[src/rtl/move_scheduler_if.sv]
// Segment write port between the SPI command handler (master) and the move scheduler (slave).
interface move_scheduler_if #(
    parameter int unsigned DUR_W = 32,
    parameter int unsigned INC_W = 64
);
    logic                    wr_valid;
    logic                    wr_ready;
    logic                    wr_dir;
    logic [DUR_W-1:0]        wr_duration;
    logic signed [INC_W-1:0] wr_increment;
    logic signed [INC_W-1:0] wr_incinc;

    modport master (
        output wr_valid, wr_dir, wr_duration, wr_increment, wr_incinc,
        input  wr_ready
    );

    modport slave (
        input  wr_valid, wr_dir, wr_duration, wr_increment, wr_incinc,
        output wr_ready
    );
endinterface

[src/rtl/move_scheduler.sv]
// Segment FIFO plus sequencer: pops segments onto the DDA datapath bus, divides the clock into
// tick strobes and counts each segment's duration down.
module move_scheduler #(
    parameter int unsigned BUFFER_BITS = 2,
    parameter int unsigned DUR_W       = 32,
    parameter int unsigned INC_W       = 64
) (
    input  logic                    clk,
    input  logic                    resetn,
    move_scheduler_if.slave         wr,
    input  logic [7:0]              clock_divisor,
    input  logic                    enable,
    input  logic                    abort,
    output logic                    seg_dir,
    output logic signed [INC_W-1:0] seg_increment,
    output logic signed [INC_W-1:0] seg_incinc,
    output logic                    load,
    output logic                    tick,
    output logic                    busy,
    output logic [BUFFER_BITS:0]    level,
    output logic                    buffer_dtr,
    output logic                    move_done
);
    localparam int unsigned DEPTH = 1 << BUFFER_BITS;
    localparam logic [BUFFER_BITS:0] FULL_LEVEL = (BUFFER_BITS + 1)'(DEPTH);

    typedef enum logic [1:0] {StIdle, StLoad, StRun} state_e;

    state_e                   state_q;
    logic [BUFFER_BITS-1:0]   wr_ptr_q;
    logic [BUFFER_BITS-1:0]   rd_ptr_q;
    logic [BUFFER_BITS:0]     level_q;
    logic [7:0]               divcnt_q;
    logic [7:0]               div_q;
    logic [DUR_W-1:0]         remaining_q;

    logic                     dir_mem    [DEPTH];
    logic [DUR_W-1:0]         dur_mem    [DEPTH];
    logic signed [INC_W-1:0]  inc_mem    [DEPTH];
    logic signed [INC_W-1:0]  incinc_mem [DEPTH];

    logic full;
    logic push;
    logic tick_now;
    logic seg_end;
    logic pop;

    assign full     = (level_q == FULL_LEVEL);
    assign push     = wr.wr_valid && !full && !abort;
    assign tick_now = (state_q == StRun) && enable && (divcnt_q == 8'd0);
    assign seg_end  = tick_now && (remaining_q == '0);
    // A pop is the transition into StLoad, from idle or straight out of a finished segment.
    assign pop      = !abort && (level_q != '0) && ((state_q == StIdle) || seg_end);

    assign wr.wr_ready = !full;
    assign buffer_dtr  = !full;
    assign level       = level_q;
    assign load        = (state_q == StLoad);
    assign busy        = (state_q != StIdle);
    assign tick        = tick_now;

    always_ff @(posedge clk) begin
        if (resetn && push) begin
            dir_mem[wr_ptr_q]    <= wr.wr_dir;
            dur_mem[wr_ptr_q]    <= wr.wr_duration;
            inc_mem[wr_ptr_q]    <= wr.wr_increment;
            incinc_mem[wr_ptr_q] <= wr.wr_incinc;
        end
    end

    always_ff @(posedge clk) begin
        if (!resetn) begin
            state_q       <= StIdle;
            wr_ptr_q      <= '0;
            rd_ptr_q      <= '0;
            level_q       <= '0;
            divcnt_q      <= '0;
            div_q         <= '0;
            remaining_q   <= '0;
            seg_dir       <= 1'b0;
            seg_increment <= '0;
            seg_incinc    <= '0;
            move_done     <= 1'b0;
        end else if (abort) begin
            // seg_* and move_done are deliberately left alone.
            state_q  <= StIdle;
            wr_ptr_q <= '0;
            rd_ptr_q <= '0;
            level_q  <= '0;
        end else begin
            if (push) begin
                wr_ptr_q <= wr_ptr_q + BUFFER_BITS'(1);
            end
            level_q <= level_q + (BUFFER_BITS + 1)'(push) - (BUFFER_BITS + 1)'(pop);

            case (state_q)
                StIdle: begin
                    if (pop) begin
                        state_q <= StLoad;
                    end
                end
                StLoad: begin
                    divcnt_q <= clock_divisor;
                    div_q    <= clock_divisor;
                    state_q  <= StRun;
                end
                StRun: begin
                    if (enable) begin
                        if (divcnt_q == 8'd0) begin
                            divcnt_q <= div_q;
                            if (remaining_q == '0) begin
                                move_done <= ~move_done;
                                state_q   <= pop ? StLoad : StIdle;
                            end else begin
                                remaining_q <= remaining_q - DUR_W'(1);
                            end
                        end else begin
                            divcnt_q <= divcnt_q - 8'd1;
                        end
                    end
                end
                default: state_q <= StIdle;
            endcase

            if (pop) begin
                seg_dir       <= dir_mem[rd_ptr_q];
                seg_increment <= inc_mem[rd_ptr_q];
                seg_incinc    <= incinc_mem[rd_ptr_q];
                remaining_q   <= dur_mem[rd_ptr_q];
                rd_ptr_q      <= rd_ptr_q + BUFFER_BITS'(1);
            end
        end
    end
endmodule

[src/flat_wrapper.sv]
// flat-port wrapper written by rule: the top's interface ports become plain ports
module move_scheduler_flat 
#(
    parameter int unsigned BUFFER_BITS = 2,
    parameter int unsigned DUR_W       = 32,
    parameter int unsigned INC_W       = 64
)
  (clk, resetn, clock_divisor, enable, abort, seg_dir, seg_increment, seg_incinc, load, tick, busy, level, buffer_dtr, move_done, wr_wr_valid, wr_wr_dir, wr_wr_duration, wr_wr_increment, wr_wr_incinc, wr_wr_ready);
  move_scheduler_if #(.DUR_W(DUR_W), .INC_W(INC_W)) wr_i ();
  input  logic clk;
  input  logic resetn;
  input  logic [7:0] clock_divisor;
  input  logic enable;
  input  logic abort;
  output logic seg_dir;
  output logic signed [INC_W-1:0] seg_increment;
  output logic signed [INC_W-1:0] seg_incinc;
  output logic load;
  output logic tick;
  output logic busy;
  output logic [BUFFER_BITS:0] level;
  output logic buffer_dtr;
  output logic move_done;
  input wire logic [$bits(wr_i.wr_valid)-1:0] wr_wr_valid;
  input wire logic [$bits(wr_i.wr_dir)-1:0] wr_wr_dir;
  input wire logic [$bits(wr_i.wr_duration)-1:0] wr_wr_duration;
  input wire logic [$bits(wr_i.wr_increment)-1:0] wr_wr_increment;
  input wire logic [$bits(wr_i.wr_incinc)-1:0] wr_wr_incinc;
  output wire logic [$bits(wr_i.wr_ready)-1:0] wr_wr_ready;
  assign wr_i.wr_valid = wr_wr_valid;
  assign wr_i.wr_dir = wr_wr_dir;
  assign wr_i.wr_duration = wr_wr_duration;
  assign wr_i.wr_increment = wr_wr_increment;
  assign wr_i.wr_incinc = wr_wr_incinc;
  assign wr_wr_ready = wr_i.wr_ready;
  move_scheduler #(.BUFFER_BITS(BUFFER_BITS), .DUR_W(DUR_W), .INC_W(INC_W)) u_core (.clk(clk), .resetn(resetn), .wr(wr_i), .clock_divisor(clock_divisor), .enable(enable), .abort(abort), .seg_dir(seg_dir), .seg_increment(seg_increment), .seg_incinc(seg_incinc), .load(load), .tick(tick), .busy(busy), .level(level), .buffer_dtr(buffer_dtr), .move_done(move_done));
endmodule
[config.mk]
export PLATFORM = sky130hd
export DESIGN_NAME = move_scheduler_flat
export DESIGN_NICKNAME = d
export VERILOG_FILES = /design/src/rtl/move_scheduler_if.sv /design/src/rtl/move_scheduler.sv /design/src/flat_wrapper.sv
export SDC_FILE = /design/constraint.sdc
export NUM_CORES = 1
export LEC_CHECK = 0
export CAP_MARGIN = 40
export CORE_MARGIN = 4
export CORE_UTILIZATION = 57
export DETAILED_ROUTE_END_ITERATION = 10
export HOLD_SLACK_MARGIN = 0.15
export PLACE_DENSITY = 0.8
export SLEW_MARGIN = 25
export SYNTH_ARGS = -nofsm -noshare
export SYNTH_HDL_FRONTEND = slang
export SYNTH_SLANG_ARGS = --single-unit
[constraint.sdc]
create_clock -name clk -period 8.9 [get_ports clk]
set_clock_uncertainty 0.1 [all_clocks]
set_input_delay 1.78 -clock clk [delete_from_list [all_inputs] [get_ports clk]]
set_output_delay 1.78 -clock clk [all_outputs]
set_load 0.02 [all_outputs]
# Word-level counts from Yosys, hierarchy flattened
# Memory sizes are Yosys's and may differ from the RTL's. A register that Yosys moved wholly into a read port is not among the register bits.
# Cells that the tools add are included.
dict set report word_totals {
  elab_cells 77
  output_inout_bits 138
  ram_bits 644
  n_memories 4
  in_bits 174
  ff_bits 58
}
# memory depth word_bits read_ports rd_clocked_by_memory_dff wr line_no
set mem_list {}
lappend mem_list {u_core.inc_mem 4 64 1 1 1 move_scheduler.sv:39} ;# logic signed [INC_W-1:0] inc_mem [DEPTH];
lappend mem_list {u_core.incinc_mem 4 64 1 1 1 move_scheduler.sv:40} ;# logic signed [INC_W-1:0] incinc_mem [DEPTH];
lappend mem_list {u_core.dur_mem 4 32 1 1 1 move_scheduler.sv:38} ;# logic [DUR_W-1:0] dur_mem [DEPTH];
lappend mem_list {u_core.dir_mem 4 1 1 1 1 move_scheduler.sv:37} ;# logic dir_mem [DEPTH];
dict set report classes {
  n_eq_ne 8
  bitwise 3
  addsub 6
  reduce_logical 30
  mux 18
}
# op n
set op_table {}
lappend op_table {{$mux 32} 5}
lappend op_table {{$logic_not 32->1} 1}
lappend op_table {{$sub 32x1->32 const B} 1}
lappend op_table {{$mux 8} 2}
lappend op_table {{$pmux 8 s2} 1}
lappend op_table {{$mux 2} 6}
lappend op_table {{$reduce_and 5->1} 2}
lappend op_table {{$reduce_bool 2->1} 5}
lappend op_table {{$logic_and 1x1->1} 8}
lappend op_table {{$logic_not 8->1} 1}
lappend op_table {{$sub 8x1->8 const B} 1}
lappend op_table {{$ne 2x2->1 const B} 3}
lappend op_table {{$pmux 2 s3} 1}
lappend op_table {{$logic_not 1->1} 5}
lappend op_table {{$add 2x1->2 const B} 2}
lappend op_table {{$ne 2x1->1 const B} 2}
lappend op_table {{$reduce_and 2->1} 2}
lappend op_table {{$reduce_and 4->1} 1}
lappend op_table {{$add 3x1->3} 1}
lappend op_table {{$eq 3x3->1 const B} 1}
lappend op_table {{$mux 1} 3}
lappend op_table {{$not 1->1} 3}
lappend op_table {{$reduce_and 3->1} 1}
lappend op_table {{$reduce_bool 3->1} 1}
lappend op_table {{6 further kinds} 6}

# Depth between registers and ports, before layout
# Gate-level depths: netlist of the first run.
dict set report depth {
  ltp_word 11
  mapped_depth 14
  mapped_depth_nobuf 13
}

# Least setup slack after synthesis of the first run
# Ideal clock, no wire load.
dict set report synth_timing {
  path_type {input-to-reg}
  from {input port resetn}
  to {memory u_core.dir_mem[0], enable pin}
  path_stages 5
  path_slack_ps 2123
  n_path_buf 2
  arrival_time_ps 6136
  t_required_ps 8259
  path_cell_list {clkbuf_1 nand2b_1 clkbuf_1 nor2_1 and2_1}
}
dict set report synth_via {
  elab_chain_cells 3
}
# element line_no
set synth_lines {}
lappend synth_lines {{from (decl)} flat_wrapper.sv:11} ;# input logic resetn;
lappend synth_lines {{$logic_and 1x1->1} move_scheduler.sv:63} ;# if (resetn && push) begin
lappend synth_lines {{$mux 1} move_scheduler.sv:63}
lappend synth_lines {{$mux 1 (implied by the code)} move_scheduler.sv:64} ;# dir_mem[wr_ptr_q] <= wr.wr_dir;
lappend synth_lines {{to (decl)} move_scheduler.sv:37}
# No other way between the ends.

# Worst setup path in the final report of the first run
dict set report layout_timing {
  from {input port abort}
  to {register u_core.level_q[2] (netlist: u_core.level[2])}
}
dict set report layout_via {
  elab_chain_cells 4
  word_cells_on_any_way 7
}
# element line_no
set layout_lines {}
lappend layout_lines {{from (decl)} flat_wrapper.sv:14} ;# input logic abort;
lappend layout_lines {{$logic_not 1->1} {move_scheduler.sv:49, move_scheduler.sv:53}}
lappend layout_lines {{$logic_and 1x1->1 (on tied branches)} {move_scheduler.sv:49, move_scheduler.sv:53}}
lappend layout_lines {{$add 3x1->3 / $logic_and 1x1->1 (equally long branches)} {move_scheduler.sv:94, move_scheduler.sv:53}}
lappend layout_lines {{$sub 3x1->3} move_scheduler.sv:94} ;# level_q <= level_q + (BUFFER_BITS + 1)'(push) - (BUFFER_BITS + 1)'(pop);
lappend layout_lines {{to (signal assigned)} move_scheduler.sv:94}
lappend layout_lines {{to (decl)} move_scheduler.sv:32} ;# logic [BUFFER_BITS:0] level_q;
# Parallel ways exist; a longest one is shown, timed or not.
# A chain may end at the register's enable or synchronous reset.

==> impl_metrics.csv, run 1 <==
group,metric,value,unit
clock_tree,numClockSinks,833,
pwr,power.density,226.6,mW/mm2
layout,nFillCells,3472,
pwr,ir_drop,0.0001762,V
logic_synthesis,ys_async_sr_fraction,0,%
detailed_routing,drt_wl_total,69740,um
sta,layout_min_cycle_time,5.647,ns
sta,tightest_slew,0.9370,ns
clock_tree,tritoncts,"yes",
setup_path,crit_path_start_kind,"input port",
placed_design,gp_congestion,0.8542,
global_routing,grt_pass1_wl,108100,um
sta,fin_crit_sh,63.45,%
clock_tree,htree_num_levels,3,
clock_tree,numCtsBuffers,83,
sta,slew_violations,0,
logic_synthesis,ys_warn_count,0,
job,cap_violations,0,
layout,nNetsFinal,2336,
layout,area_growth,21.74,%
placed_design,dp_hpwl,40880,um
global_routing,grt_usage,23.64,%
logic_synthesis,synth_ff_type,"edfxtp_1",
floorplan,chipHeight,243.8,um
sta,hold_viol,0,
pwr,leakage,12.03,nW
detailed_routing,final_antenna_net_count,0,
outcome,status,"finished, final reports clean",
logic_synthesis,syn_nets,2014,
sta,maxSlewHeadroom,37.53,%
global_routing,grt_max_degree,186,
floorplan,io_pins,312,
clock_tree,cts_root_buffer,"clkbuf_16",
clock_tree,cts.clk_slew.worst_paths,0.06,ns
layout,final_core_util,70.04,%
logic_synthesis,ys_ff_latch,833,
setup_path,end_kind,"flop",
global_routing,grt_pass1_vias,18280,
logic_synthesis,yosysSeqAreaShare,72.96,%
detailed_routing,vias_per_cell,5.858,
worst_hold_path,hold_class,"flop to flop",
clock_tree,clk_path_buf_depth,3,
layout,final_common_cell,"edfxtp_1",
clock_tree,post_cts_buffers,0,
floorplan,num_rows,86,
clock_tree,cts_hold_buf,0,
floorplan,core_area,0.05509,mm2
layout,layout_common_cells,"edfxtp_1 (644), clkdlybuf4s50_1 (311), dfxtp_1 (185), nand2_1 (183), mux4_2 (161)",
floorplan,die_width,243.8,um
detailed_routing,vias,17420,
detailed_routing,drt_pass1_iterations,5,
clock_tree,clk-insertion-delay-late,0.62,ns
floorplan,dieArea,0.05944,mm2
layout,regArea,0.02313,mm2
global_routing,grt.overflow.total,0,
logic_synthesis,synth_edf_count,644,
logic_synthesis,synth.distinct_cells,58,
detailed_routing,drt_first_iter_violations,1267,
floorplan,start_util,57.53,%
global_routing,antenna_found_initial,11,
sta,rsz0062_at_grt,"false",
layout,multi_input_area,0.007904,mm2
setup_path,cp.arrival,6.03,ns
layout,drive_above_1_share,24.68,%
sta,fmax,177.1,MHz
setup_path,crit_path_max_fanout,64,
detailed_routing,drc,0,
placed_design,portBuffers,311,
setup_path,path_class,"input port to flop",
sta,setup_viol_count_final,0,
clock_tree,postCtsResizedCells,0,
logic_synthesis,avgSynthCellArea,17.31,um2
detailed_routing,drt-wirelength-per-cell,23.45,um
sta,fin_tns_setup,0,ns
logic_synthesis,syn_area,0.03169,mm2
setup_path,worstPathRequired,9.28,ns
logic_synthesis,syn_inst,1831,
==> flip-flops by register name (all words and copies together) (netlist names), named ones only <==
name	cells
u_core.seg_dir	1
u_core.rd_ptr_q	2
u_core.dur_mem	128
u_core.incinc_mem	256
u_core.dir_mem	4
u_core.wr_ptr_q	2
u_core.remaining_q	32
u_core.inc_mem	256
u_core.seg_incinc	64
u_core.move_done	1
u_core.state_q	2
u_core.level	3
u_core.divcnt_q	8
u_core.seg_increment	64
u_core.div_q	8
==> cell type report <==
cell class / count / share of cell area, %
Antenna cell: 6 / 0.03891
Clock buffer: 120 / 6.466
Sequential cell: 833 / 59.95
Timing Repair Buffer: 344 / 9.362
Tap cell: 748 / 2.426
Multi-Input combinational cell: 875 / 20.48
Clock inverter: 32 / 1.090
Inverter: 16 / 0.1816
==> metrics by stage <==
stage          power [mW]  hold WS [ns]  worst slack (ns)  cell area [um2]  std cells
6_report            8.742        0.3493             3.253            38580       2974
5_1_grt             9.055        0.3679             2.948            38570       2970
4_1_cts             8.812        0.3520             3.285            38520       2966
3_5_place_dp        5.157        0.3452             2.641            35610       2814
3_3_place_gp        5.130        0.3379             2.817            35330       2803
2_1_floorplan       4.865        0.3489             2.123            31690       1831
==> Yosys cell counts, types with 13 or more instances <==
cell type	instances	area share [%]
a21oi_1	54	0.85
a21oi_2	100	2.8
a31oi_1	25	0.49
buf_2	17	0.27
clkbuf_1	67	0.79
dfxtp_1	189	12
edfxtp_1	644	61
inv_1	14	0.17
mux4_2	161	11
nand2_1	183	2.2
nand2_2	100	2.0
nor2_1	31	0.37
o21ai_0	57	0.90
o31ai_1	13	0.31
or3_1	19	0.38
==> critical path, stage by stage <==
cell,delay (ns)
clkdlybuf4s50_1,0.73
nor4bb_1,0.54
nand3_1,0.42
o41a_2,0.68
inv_6,0.58
ha_1,0.22
inv_1,0.04
ha_1,0.20
fa_1,0.42
xnor2_1,0.18
xnor2_1,0.15
nor2_1,0.07
==> final timing paths <==
kind                                            endpoint  cells after the start                      from  slack (ns)
worst max-delay path                     u_core.level[2]                     12                     abort        3.25
worst min-delay path            u_core.seg_increment[56]                      2  u_core.seg_increment[56]        0.35
worst max register to register           u_core.level[2]                     13        u_core.divcnt_q[0]        4.39
worst min register to register  u_core.seg_increment[56]                      2  u_core.seg_increment[56]        0.35
==> cells by family (layout without fill, tap and decap cells) <==
kind of cell	after synthesis	after routing	share of synthesized area (%)
other cells	0	6	0
xor+xnor	10	10	0.2764
mux	163	163	11.50
flops	833	833	72.96
compound gates	280	280	6.167
simple gates	413	413	6.565
buf+inv	123	512	2.152
fa+ha+maj	9	9	0.3790
==> power breakdown <==
group          leakage (nW)  internal (mW)  total (mW)  switching, mW
registers              7.35           4.28        4.33         0.0559
logic                  3.25          0.305       0.744          0.439
clock network          1.43           2.24        3.66           1.42
==> layer usage <==
metal  routed length [um]  GRT usage (%)
met1                27900          31.05
met2                35570          40.08
met3                 4715          5.591
met4                 1460          6.700
met5                   94              0
Note: power is estimated with default switching activity, not from simulation.
==> run 2: changes to the inputs <==
CORE_UTILIZATION = 51   (was 57)
PLACE_DENSITY = 0.75   (was 0.8)
clock period = 4.9 ns   (was 8.9 ns; I/O delays follow)
==> run 2 against run 1 <==
Compared with the run above: clock power rose by 74%; combinational power is 83% higher; largest cell class unchanged; setup slack worse by 2.5 ns; critical path type is now flop to output port.
==> impl_metrics.csv, run 2 (synthesized netlist as in run 1, its figures left out) <==
group,metric,value,unit
sta,tightest_slew,1.059,ns
clock_tree,postCtsResizedCells,0,
global_routing,grt_usage,21.22,%
clock_tree,clk_path_buf_depth,3,
layout,regArea,0.02313,mm2
global_routing,grt_max_degree,186,
detailed_routing,drt_first_iter_violations,1210,
global_routing,antenna_found_initial,14,
sta,maxSlewHeadroom,29.42,%
placed_design,dpl_cell_area,0.03576,mm2
clock_tree,tritoncts,"yes",
sta,slew_violations,0,
outcome,status,"finished, final reports clean",
layout,nNetsFinal,2339,
placed_design,dp_hpwl,41260,um
job,cap_violations,0,
pwr,seqPwrFrac,50.4,%
setup_path,timing.rr.start,"u_core.divcnt_q[0]",
setup_path,path_class,"flop to output port",
layout,final_area,0.03856,mm2
sta,rsz0062_at_grt,"false",
setup_path,crit_path_start_kind,"flop",
setup_path,cp.arrival,3.04,ns
floorplan,io_pins,312,
placed_design,portBuffers,311,
pwr,power.density,404.8,mW/mm2
global_routing,grt_pass1_wl,108500,um
detailed_routing,drt_wl_total,70590,um
layout,largestRegisters,"u_core.inc_mem: 256 flops, u_core.incinc_mem: 256 flops, u_core.dur_mem: 128 flops",
layout,nFillCells,4307,
setup_path,ff2ff_setup_slack,1.32,ns
clock_tree,post_cts_buffers,0,
pwr,pwr-share-comb,8.7,%
sta,fin_tns_setup,0,ns
clock_tree,cts_root_buffer,"clkbuf_16",
sta,layout_min_cycle_time,4.119,ns
setup_path,r2r_cells,9,
pwr,sw_frac_of_total,22.50,%
clock_tree,numCtsBuffers,84,
floorplan,core_area,0.06160,mm2
floorplan,dieArea,0.06620,mm2
placed_design,gp_congestion,0.8400,
detailed_routing,vias,17450,
detailed_routing,final_antenna_net_count,0,
clock_tree,clk-insertion-delay-late,0.61,ns
global_routing,grt_pass1_vias,18370,
sta,setup_viol_count_final,0,
floorplan,die_width,257.3,um
layout,drive_above_1_share,24.42,%
setup_path,end_kind,"output port",
layout,final_common_cell,"edfxtp_1",
worst_hold_path,hold_class,"flop to flop",
pwr,ir_drop,0.0003035,V
clock_tree,numClockSinks,833,
sta,fmax,242.8,MHz
layout,area_growth,21.68,%
pwr,leakage,11.93,nW
setup_path,crit_end,"tick",
sta,hold_viol,0,
setup_path,setup.worst_path.start,"u_core.divcnt_q[0]",
clock_tree,cts_hold_buf,0,
pwr,p_int,12.10,mW
clock_tree,htree_num_levels,3,
sta,fin_ws,0.7805,ns
detailed_routing,drt-wirelength-per-cell,22.96,um
detailed_routing,drc,0,
layout,final_core_util,62.60,%
detailed_routing,vias_per_cell,5.678,
layout,multi_input_area,0.007900,mm2
setup_path,crit_path_max_fanout,5,
detailed_routing,drt_pass1_iterations,5,
floorplan,num_rows,91,
floorplan,start_util,51.45,%
sta,fin_crit_sh,84.07,%
pwr,switchingPower,3.512,mW
clock_tree,cts.clk_slew.worst_paths,0.06,ns
pwr,pwr-share-clk,40.9,%
setup_path,worstPathRequired,3.82,ns
global_routing,grt.overflow.total,0,
placed_design,dp_slack,0.5363,ns
floorplan,chipHeight,257.3,um
layout,layout_common_cells,"edfxtp_1 (644), clkdlybuf4s50_1 (311), dfxtp_1 (185), nand2_1 (183), mux4_2 (161)",
## run 2: worst min path at each step
stage	startpoint	end	cells past startpoint
finish	u_core.seg_increment[59]	u_core.seg_increment[59]	2
detailed placement	u_core.seg_increment[4]	u_core.seg_increment[4]	2
global route	u_core.seg_increment[62]	u_core.seg_increment[62]	2
global placement	u_core.seg_incinc[61]	u_core.seg_incinc[61]	2
CTS	u_core.seg_increment[59]	u_core.seg_increment[59]	2
floorplan	u_core.remaining_q[27]	u_core.remaining_q[27]	2
## run 2: final cells by class
cell class              count  area share, %
inverters                  16         0.1817
clock inverters            41          1.058
well taps                 837          2.716
multi-input cells         875          20.49
repair buffers            346          9.370
clock buffers             117          6.145
flip-flops and latches    833          59.99
diodes                      9        0.05840
## run 2: stage by stage
stage | total power, mW | instances | hold WS, ns
2_1_floorplan | 8.830 | 1831 | 0.3489
3_3_place_gp | 9.333 | 2903 | 0.3384
3_5_place_dp | 9.373 | 2906 | 0.3478
4_1_cts | 15.76 | 3064 | 0.3554
5_1_grt | 16.18 | 3068 | 0.3750
6_report | 15.61 | 3074 | 0.3543
## run 2: critical path: stages (launching register included)
cell             delay (ns)
dfxtp_1                0.35
inv_1                  0.09
ha_1                   0.23
or4b_2                 0.66
nor2_1                 0.25
nand2_1                0.13
nor2_1                 0.10
clkdlybuf4s50_1        0.61
## run 2: power groups by stage
stage | clock, mW | combinational, mW | sequential [mW]
global route | 6.83 | 1.47 | 7.89
CTS | 6.52 | 1.36 | 7.87
floorplan | 0 | 0.752 | 8.08
detailed placement | 0 | 1.35 | 8.02
global placement | 0 | 1.32 | 8.01
finish | 6.38 | 1.36 | 7.87
## run 2: routing by layer
metal	wire, um	GRT usage, %	share of wire, %	vias up
li1	-	-	-	7785
met1	28520	27.18	40	8981
met2	34850	35.71	49	553
met3	5489	5.934	7.8	121
met4	1650	6.410	2.3	14
met5	88	0	0.12	-
==> run 3: changes to the inputs <==
clock period = 3.7 ns   (was 4.9 ns; I/O delays follow)
==> run 3 against run 2 <==
Compared with the run above: wire length grew 0.52%; flip-flop and latch count is the same; final cell count is 0.88% higher; via count up 0.41%; global-route usage increased by 0.24 points; register-to-register slack worse by 1.1 ns; power increased by 34%; non-clock buffer count up 23.
==> impl_metrics.csv, run 3 (synthesized netlist as in run 1, its figures left out) <==
group,metric,value,unit
outcome,status,"finished, final reports clean",
setup_path,crit_path_max_fanout,5,
worst_hold_path,hold_class,"flop to flop",
job,cap_violations,0,
global_routing,grt_usage,21.47,%
sta,rsz0062_at_grt,"false",
worst_hold_path,holdPathEnd,"u_core.seg_increment[59]",
floorplan,dieArea,0.06620,mm2
setup_path,rr_endpoint,"u_core.seg_incinc[59]",
sta,fin_tns_setup,0,ns
setup_path,cpPeakStageDelay,0.67,ns
clock_tree,numClockSinks,833,
sta,fin_crit_sh,95.41,%
floorplan,start_util,51.45,%
sta,hold_viol,0,
placed_design,dp_hpwl,42830,um
setup_path,cp.arrival,2.69,ns
layout,nNetsFinal,2364,
pwr,power.density,536.8,mW/mm2
layout,final_area,0.03892,mm2
setup_path,path_class,"flop to output port",
detailed_routing,drt_pass1_iterations,5,
detailed_routing,vias,17530,
setup_path,crit_buf_inv,2,
clock_tree,htree_num_levels,3,
clock_tree,numCtsBuffers,86,
setup_path,r2r_cells,8,
floorplan,die_width,257.3,um
sta,tightest_slew,0.8377,ns
setup_path,crit_path_start_kind,"flop",
sta,maxSlewHeadroom,44.15,%
setup_path,path_delay_family,"simple AND/OR/NAND/NOR gates",
placed_design,gp_congestion,0.8270,
clock_tree,clk_path_buf_depth,3,
pwr,ir_drop,0.0003860,V
setup_path,end_kind,"output port",
global_routing,grt.overflow.total,0,
detailed_routing,final_antenna_net_count,0,
detailed_routing,drt_wl_total,70960,um
floorplan,num_rows,91,
layout,area_growth,22.81,%
clock_tree,cts.clk_slew.worst_paths,0.06,ns
clock_tree,tritoncts,"yes",
detailed_routing,drt-wirelength-per-cell,22.88,um
sta,layout_min_cycle_time,3.530,ns
placed_design,dp_slack,-0.1567,ns
detailed_routing,drc,0,
setup_path,ff2ff_setup_slack,0.26,ns
global_routing,antenna_found_initial,15,
clock_tree,clk-insertion-delay-late,0.64,ns
sta,fmax,283.3,MHz
placed_design,portBuffers,311,
global_routing,grt_max_degree,83,
sta,fin_ws,0.1700,ns
layout,layout_common_cells,"edfxtp_1 (644), clkdlybuf4s50_1 (310), dfxtp_1 (185), nand2_1 (183), mux4_2 (161)",
setup_path,timing.rr.start,"u_core.remaining_q[28]",
worst_hold_path,whs_path_depth,2,
detailed_routing,vias_per_cell,5.651,
setup_path,worstPathRequired,2.86,ns
layout,nFillCells,4354,
layout,drive_above_1_share,25.50,%
global_routing,grt_pass1_wl,109400,um
floorplan,core_area,0.06160,mm2
placed_design,dpl_cell_area,0.03600,mm2
sta,setup_viol_count_final,0,
detailed_routing,drt_first_iter_violations,1190,
setup_path,crit_chain,"inv_1, ha_1, or4b_2, nor2_2, nand2_1, nor2_1, dlygate4sd2_1",
clock_tree,post_cts_buffers,0,
floorplan,io_pins,312,
layout,final_common_cell,"edfxtp_1",
setup_path,slowest_stage,"or4b_2",
layout,largestRegisters,"u_core.inc_mem: 256 flops, u_core.incinc_mem: 256 flops, u_core.dur_mem: 128 flops",
worst_hold_path,min_from,"u_core.seg_increment[59]",
global_routing,grt_pass1_vias,18560,
floorplan,chipHeight,257.3,um
setup_path,path_depth,7,
pwr,leakage,12.13,nW
clock_tree,cts_root_buffer,"clkbuf_16",
sta,slew_violations,0,
==> run 3: cell types whose count changed in the layout (fill, tap and decap cells not counted), moves of 2 or more <==
| cell | previous run | this run |
|---|---|---|
| clkinv_16 | 0 | 3 |
| clkinv_8 | 0 | 2 |
| buf_12 | 16 | 21 |
| inv_6 | 5 | 3 |
| clkinv_2 | 10 | 14 |
| clkinvlp_4 | 7 | 4 |
| clkbuf_8 | 8 | 12 |
| buf_4 | 16 | 34 |
| clkbuf_1 | 22 | 20 |
==> run 3: final cells by class <==
cell class | instances | area (um2) | area share (%)
diodes | 9 | 22.52 | 0.05786
well taps | 837 | 1047 | 2.691
flip-flops and latches | 833 | 23130 | 59.43
inverters | 16 | 70.07 | 0.1800
clock buffers | 119 | 2417 | 6.211
multi-input cells | 875 | 7903 | 20.30
repair buffers | 369 | 3854 | 9.901
clock inverters | 43 | 476.7 | 1.225
==> run 3: layer usage <==
layer,global-route usage (%),wire length [um],vias up,share of wire (%)
li1,-,-,7844,-
met1,28.42,29130,9019,41
met2,35.29,35040,498,49
met3,5.580,4703,146,6.6
met4,6.789,1953,18,2.8
met5,0,130,-,0.18
==> run 3: stage by stage <==
stage	std cells	total power, mW	hold WS, ns	utilization, %
6_report	3101	20.89	0.3507	63.19
3_5_place_dp	2930	12.47	0.3443	58.45
5_1_grt	3095	21.66	0.3764	63.16
2_1_floorplan	1831	11.69	0.3489	-
4_1_cts	3092	21.11	0.3564	63.15
3_3_place_gp	2928	12.41	0.3385	58.36
==> run 3: worst reg2reg max path, stage by stage (launching register included) <==
cell,delay [ns]
dfxtp_1,0.35
or4_4,0.55
or4_1,0.53
o41a_2,0.51
inv_6,0.07
buf_4,0.22
buf_4,0.66
nand2_1,0.19
a21oi_1,0.20
==> run 3: timing repair <==
item | CTS | global route
gates resized for setup | 1 | 1
endpoints found under the setup margin | 1 | 1
hold buffers | 0 | 0
==> run 3: worst max path at each step <==
| stage | start | endpoint | slack, ns |
|---|---|---|---|
| after floorplan | resetn | u_core.dir_mem[0] | -0.22 |
| after global placement | enable | u_core.level[2] | -0.23 |
| after detailed placement | enable | u_core.remaining_q[14] | -0.16 |
| after CTS | u_core.divcnt_q[0] | tick | 0.1 |
| after global routing | u_core.divcnt_q[0] | tick | 0.04 |
| final | u_core.divcnt_q[0] | tick | 0.17 |
==> run 3: where the power goes <==
group | total [mW] | internal (mW) | switching, mW
clock | 8.62 | 5.04 | 3.58
sequential | 10.4 | 10.3 | 0.135
combinational | 1.85 | 0.778 | 1.07
==> RTL change: new RTL, settings of run 1 <==
Reset style: asynchronous (`resetn`), changed in one clocked block.
--- a/src/rtl/move_scheduler.sv
+++ b/src/rtl/move_scheduler.sv
@@ -68,7 +68,7 @@
         end
     end
 
-    always_ff @(posedge clk) begin
+    always_ff @(posedge clk or negedge resetn) begin
         if (!resetn) begin
             state_q       <= StIdle;
             wr_ptr_q      <= '0;
Function: not settled (the Yosys comparison gave no result); the edit may change what the design does.
==> RTL change against run 1 <==
  * Area after synthesis decreased by 0.92%
  * Setup slack improved by 0.41 ns
  * Sequential cell count shrank 2
  * Sequential share of layout area increased by 2.9 points
  * Wire length decreased by 2.3%
  * Design area is 0.89% lower
Power is not compared: it rests on default switching activity, and its combinational part moved more than twofold at a synthesized area within 25%.
==> RTL change: results (changes against run 1) <==
Clocking
  • Post-CTS Setup Inserts: 0 (unchanged)
  • TritonCTS buffer count: 82 (was 83)

Final layout
  • Non-Filler Instances: 2892 (was 2974)
  • Share of cells above drive strength 1: 15.48% (was 24.68%)
  • Nets: 2307 (was 2336)

Routing
  • Wirelength per Cell: 23.56 microns (was 23.45 microns)
  • DRT Pass-1 Iters: 6 (was 5)
  • Wl on met1: 26.05 mm (was 27.90 mm)
  • Initial DRC Count: 1505 (was 1267)
  • Wire length on met3: 4.415 mm (was 4.715 mm)
  • Vias per Instance: 5.840 (was 5.858)
  • Met2 routed WL: 35.68 mm (was 35.57 mm)

Hold path
  • Cells on Worst Hold Path: 2 (unchanged)
  • Hold Path Origin: u_core.seg_increment[52] (was u_core.seg_increment[56])
  • WHS Endpoint: u_core.seg_increment[52] (was u_core.seg_increment[56])

Synth
  • Synth top cells by count: edfxtp_1, nand2_1, dfrtp_1 (was edfxtp_1, dfxtp_1, nand2_1)
  • Syn Nets: 1971 (was 2014)
  • Ys async rst share: 22.50% (was 0%)
  • Synth area leaders: edfxtp_1, dfrtp_1, mux4_2 (was edfxtp_1, dfxtp_1, mux4_2)
  • Post-synth cell types: 56 (was 58)
  • Syn Inst Count: 1787 (was 1831)
  • Seq/Total Area, Yosys: 76.49% (was 72.96%)

Worst setup path
  • Worst Path Max Fanout: 5 (was 64)
  • Worst R2R Start: u_core.remaining_q[25] (was u_core.divcnt_q[0])
  • Worst Reg-to-Reg Cells: 9 (was 13)
  • Flop-to-flop setup slack: 5.29 ns (was 4.39 ns)
  • Crit path arrival time: 3.36 ns (was 6.03 ns)
  • Reg-to-Reg End: u_core.seg_increment[2] (was u_core.level[2])
  • Max stage delay on crit path: 0.66 ns (was 0.73 ns)

Timing
  • Final hold slack: 0.3626 ns (was 0.3493 ns)
  • Max-slew headroom: 35.23% (was 37.53%)

Placed design
  • GPL Wtd Cong: 0.8409 (was 0.8542)
  • Placed insts: 2732 (was 2814)
  • Worst slack at placement: 3.673 ns (was 2.641 ns)
  • HPWL Detailed: 39.06 mm (was 40.88 mm)

Global route
  • Tot GR Track Use: 23.33% (was 23.64%)
  • First-pass GRT wire length: 105.7 mm (was 108.1 mm)
  • Largest net degree at the start of global routing: 154 (was 186)
  • Antenna violations before repair: 12 (was 11)
  • Vias in the first global route: 17655 (was 18283)

Status
  • Status: finished, final reports clean (unchanged)

Pwr
  • Lkg Pwr: 13.49 nW
[RTL change: cell count changes after synthesis, moves of 11 or more]
cell      before  now
nand2_1      183  427
dfxtp_1      189    0
dfrtp_1        0  187
a21oi_2      100    0
nand2_2      100    0
a21oi_1       54   21
o21ai_0       57   24
clkbuf_1      67   44
a31oi_1       25    3
nor2_1        31   44
xor2_1         1   13
buf_12        11    0
or3_1         19    8
[RTL change: worst register-to-register path: stages, from the launching register on]
cell and delay [ns]:
dfrtp_1 0.43, or4_1 0.65, nor4_1 0.58, nand2_1 0.15
o31a_2 0.44, inv_8 0.21, buf_16 0.43, buf_4 0.36
nand2_1 0.10, nand2_1 0.11
[RTL change: area by class of cell]
cell class	instances	area [sq um]
clock inverters	37	435.4
inverters	16	67.56
fillers	3251	15890
diodes	6	15.01
multi-input cells	857	7005
clock buffers	114	2355
well taps	696	870.8
repair buffers	335	3468
flip-flops and latches	831	24030
[RTL change: worst max path at each step]
stage                                   end  slack [ns]  depth (start not counted)  startpoint
after floorplan           u_core.dir_mem[0]        2.37                          3       abort
after global placement       u_core.seg_dir        3.71                          9       abort
after detailed placement               tick        3.67                          4      enable
after CTS                              tick        3.66                          4      enable
after global routing                   tick        3.47                          4      enable
final                                  tick        3.66                          4      enable
[RTL change: cells by family (layout without fill, tap and decap cells)]
kind of cell / Yosys count / count (layout) / share of synthesized area (%)
XOR/XNOR: 20 / 20 / 0.5579
flip-flops: 831 / 831 / 76.49
buffers and inverters: 99 / 502 / 1.287
AO/OA/AOI/OAI: 94 / 94 / 1.869
multiplexers: 170 / 170 / 11.87
AND/OR/NAND/NOR: 563 / 563 / 7.507
other: 0 / 6 / 0
adder cells (fa/ha/maj): 10 / 10 / 0.4224
[RTL change: power breakdown]
part,internal (mW),leakage (nW),switching (mW),total (mW)
combinational,1.54,3.98,1.78,3.32
clock,2.09,1.38,1.43,3.52
sequential,4.70,8.12,0.399,5.10
[RTL change: metal layers]
layer  GRT usage (%)  vias up
met3           4.944      135
met1           30.82     8661
met2           39.59      593
met4           7.333       12
li1                -     7487
met5               0        -
[RTL change: stage by stage]
stage,utilization (%),area (sq um),total power [mW]
2_1_floorplan,-,31400,7.149
3_3_place_gp,65.15,35270,8.335
3_5_place_dp,65.39,35400,8.486
4_1_cts,70.55,38190,12.04
5_1_grt,70.64,38240,12.53
6_report,70.65,38240,11.94
